File: config.mk
export PLATFORM = sky130hd
export DESIGN_NAME = seq_detect_param
export DESIGN_NICKNAME = d
export VERILOG_FILES = /design/src/rtl/seq_detect_param.sv
export SDC_FILE = /design/constraint.sdc
export NUM_CORES = 1
export LEC_CHECK = 0
export CORE_UTILIZATION = 45
export CTS_CLUSTER_DIAMETER = 120
export DETAILED_ROUTE_END_ITERATION = 8
export PLACE_DENSITY = 0.74
export SETUP_SLACK_MARGIN = 0.3
export SKIP_CTS_REPAIR_TIMING = 1
export SYNTH_ARGS = -nofsm -noshare
export SYNTH_HDL_FRONTEND = slang
export SYNTH_SLANG_ARGS = --single-unit
File: constraint.sdc
create_clock -name clk -period 2.1 [get_ports clk]
set_clock_uncertainty 0.05 [all_clocks]
set_input_delay 0.21 -clock clk [delete_from_list [all_inputs] [get_ports clk]]
set_output_delay 0.21 -clock clk [all_outputs]
set_load 0.02 [all_outputs]
File: src/rtl/seq_detect_param.sv
// Serial pattern detector with a loadable SEQ_LEN-bit pattern, optional overlap,
// a toggle flag and a saturating match counter; all outputs come straight from flops.
module seq_detect_param #(
    parameter int SEQ_LEN = 5,
    parameter int OVERLAP = 1,
    parameter int CNT_W   = 8
) (
    input  logic               clk,
    input  logic               rst,
    input  logic               clr,
    input  logic               cfg_load,
    input  logic [SEQ_LEN-1:0] cfg_pattern,
    input  logic               signal_vld,
    input  logic               signal_in,
    output logic               match_pulse,
    output logic               match_flag,
    output logic [CNT_W-1:0]   match_cnt
);

    localparam int FILL_W = $clog2(SEQ_LEN + 1);
    localparam logic [FILL_W-1:0] FILL_FULL = FILL_W'(SEQ_LEN);

    logic [SEQ_LEN-1:0] pattern;
    logic [SEQ_LEN-1:0] hist;
    logic [SEQ_LEN-1:0] hist_next;
    logic [FILL_W-1:0]  fill;
    logic [FILL_W-1:0]  fill_next;
    logic               match;

    // signal_vld is a one-way qualifier (no back-pressure): a beat is consumed on
    // every edge where it is high, unless clr or cfg_load claims that edge.
    always_comb begin
        hist_next = {hist[SEQ_LEN-2:0], signal_in};
        fill_next = (fill == FILL_FULL) ? fill : fill + FILL_W'(1);
        match     = signal_vld && !clr && !cfg_load &&
                    (fill_next == FILL_FULL) && (hist_next == pattern);
    end

    always_ff @(posedge clk or posedge rst) begin
        if (rst) begin
            pattern     <= '0;
            hist        <= '0;
            fill        <= '0;
            match_pulse <= 1'b0;
            match_flag  <= 1'b0;
            match_cnt   <= '0;
        end else if (clr) begin
            if (cfg_load) begin
                pattern <= cfg_pattern;
            end
            hist        <= '0;
            fill        <= '0;
            match_pulse <= 1'b0;
            match_flag  <= 1'b0;
            match_cnt   <= '0;
        end else if (cfg_load) begin
            // The beat on a load edge is dropped; history is kept but must refill.
            pattern     <= cfg_pattern;
            fill        <= '0;
            match_pulse <= 1'b0;
        end else begin
            match_pulse <= match;
            if (signal_vld) begin
                hist <= hist_next;
                fill <= (match && OVERLAP == 0) ? '0 : fill_next;
            end
            if (match) begin
                match_flag <= ~match_flag;
                if (match_cnt != '1) begin
                    match_cnt <= match_cnt + CNT_W'(1);
                end
            end
        end
    end

endmodule

==> run metrics, run 1 <==
status=completed; Post-DP HPWL=1.52 mm; Area Growth Syn to Fin=31.4%; synth unique cells=32; Worst Reg-to-Reg Cells=6; DIE AREA=2630 um2; num ports=21; Final Net Count=149; Seq/Total Area, Yosys=0.504; placed instance area=around 1400 um2; Final ANT Viol Nets=0; final wirelength=2.14 mm; Max-Cap Viols=0; Die Y=51.3 um; grt total ovfl=0; vias per cell=around 5.4; depth of the CTS H-tree=1; Max Fclk=514 MHz; Die Wd=51.3 um; Worst EP arrival=2.14 ns; CTS tree=built; placed cell count=157; Worst-path clk slew=approximately 0.12 ns; first-pass GRT wire length=3.82 mm; Worst Path Required=~2.3 ns; Iter 0 DRT Violations=15; setup_tns=0 ns; Synth Flop Type=dfrtp_1; synthesized cell area=1090 um2; initial antenna violation count=0; Setup crit start kind=register; Avg Inst Size Synth=10.6 um2; Min-Delay Path Class=in -> async; slew margin rel.=0.747; clock buffer depth=2; fin. max-slew vios=0; CP Capture Type=register; Worst VDD drop=0.332 mV; YS warnings=0; async set or reset register ratio after synthesis=1.00; unrepaired setup endpoints after global routing=yes; Tcrit/Tclk final=0.927; Fin. Hold Viols=0; top area cells in the synthesized netlist=dfrtp_1, mux2_2, xnor2_1, nand2_1, a21oi_1; WL/cell=13.2 um; vias in the first global route=874; number of detailed-route iterations in the first pass=4; crit path kind=reg -> reg; Post-Synth Simple-Gate Area=0.197; share of cells above drive strength 1=0.179; area share of xor/xnor cells in the synthesized design=0.0641; Synth Area in Adders=0.0344; P_leak=0.600 nW; EDFF count, synth=0; Sink Count=22; top cells by count, synth=dfrtp_1, nand2_1, a21oi_1; mux contribution to synthesized area=0.0699; Synthesized Nets=117; CTS root buf=clkbuf_4; Remaining DRCs=0; Slew @ Worst Pin=0.377 ns; Core ar.=2250 um2; most frequent cell after synthesis=dfrtp_1; Synth Area in Compound Gates=0.0951; PwrDens=535 nW/um2; clk_lat worst skew=between 0.3 and 0.4 ns; area fraction of the dominant cell type after synthesis=0.504; routability-driven placement congestion ratio=0.834; largest family of logic cells by synthesized area=simple AND/OR/NAND/NOR gates; vias=873; final non-filler cell total=162; FF+latch count, synth=22; Initial Utilization=0.484; Post-Layout Inst Area=1440 um2; Min Hold Slack=around 0.18 ns; Max FO, Critical Path=5; Row Count=17; overall power=0.768 mW; final setup vio count=0; port bufs=20; crit path time final=1.95 ns; Cells after Synth=103; largest net degree at the start of global routing=23; TritonCTS Buffers=3; antenna cells=0; gr usage total=0.199; Yosys top cell by area=dfrtp_1
-- placed cells by master, fill, tap and decap left out, types with 2 or more instances in the layout --
| cell | instances |
|---|---|
| a21oi_1 | 8 |
| buf_4 | 11 |
| clkbuf_4 | 3 |
| clkdlybuf4s50_1 | 20 |
| dfrtp_1 | 22 |
| ha_1 | 3 |
| inv_1 | 4 |
| mux2_2 | 5 |
| mux2i_1 | 2 |
| nand2_1 | 11 |
| nand2b_1 | 2 |
| nand3_1 | 3 |
| nand4_1 | 2 |
| nor2_1 | 6 |
| nor2b_1 | 2 |
| nor4_1 | 2 |
| o21ai_0 | 3 |
| or3_1 | 2 |
| or4_1 | 2 |
| xnor2_1 | 5 |
| xor2_1 | 3 |
-- report_power, final --
part	internal (mW)	switching [mW]	leakage [nW]	total, mW
Clock	0.106	0.128	0.0210	0.234
Combinational	0.0466	0.0416	0.284	0.0882
Sequential	0.436	0.00974	0.295	0.446
-- metal layers --
metal,GRT usage,vias up,part of all wire
met3,0.0387,7,0.031
met1,0.260,424,0.44
li1,-,428,-
met4,0.0946,0,0.022
met5,0,-,0
met2,0.316,14,0.50
-- path summary, 6_finish.rpt --
path,to,slack [ns],startpoint
worst max register to register,match_cnt[2],0.15,fill[1]
worst min-delay path,fill[2],0.18,rst
worst max-delay path,match_cnt[2],0.15,fill[1]
min in group clk,hist[0],0.45,signal_in
max in group asynchronous,match_cnt[1],1.60,rst
worst min register to register,pattern[1],0.50,pattern[1]
-- cells by family (layout without fill, tap and decap cells) --
family | Yosys count | count (layout)
fa+ha+maj | 3 | 3
buf+inv | 8 | 39
xor+xnor | 8 | 8
flops | 22 | 22
simple gates | 38 | 38
compound gates | 17 | 17
mux | 7 | 7
-- area by class of cell --
cell class                 instances  area, um2
inverter                           4       15.0
sequential                        22        551
multi-input combinational         73        515
clock buffer                       4       36.3
tap                               28       35.0
fill                             189        820
timing repair buffer              31        283
-- flip-flops by register name, summed over array words and instances (netlist names) --
register	cells
hist	4
fill	3
match_flag	1
pattern	5
match_cnt	8
match_pulse	1
-- metrics by stage --
step                 util  setup slack, ns
finish              0.637            0.154
CTS                 0.628            0.133
global route        0.637           0.0693
detailed placement  0.612          -0.0774
floorplan               -            0.302
global placement    0.612          -0.0665
-- critical path, stage by stage, from the launching register on --
cell and delay, ns:
dfrtp_1 0.43, or3b_4 0.40, nor4_4 0.17, o311ai_2 0.18, buf_4 0.18, or3_1 0.33
a21oi_1 0.15
Note: power is estimated with default switching activity, not from simulation.
==> run 2, diff against run 1 <==
--- a/config.mk
+++ b/config.mk
@@ -5,6 +5,7 @@
 export SDC_FILE = /design/constraint.sdc
 export NUM_CORES = 1
 export LEC_CHECK = 0
+export CAP_MARGIN = 0
 export CORE_UTILIZATION = 45
 export CTS_CLUSTER_DIAMETER = 120
 export DETAILED_ROUTE_END_ITERATION = 8
==> results of run 2 <==
No change in the layout: final DEF, timing and power equal those of run 1.
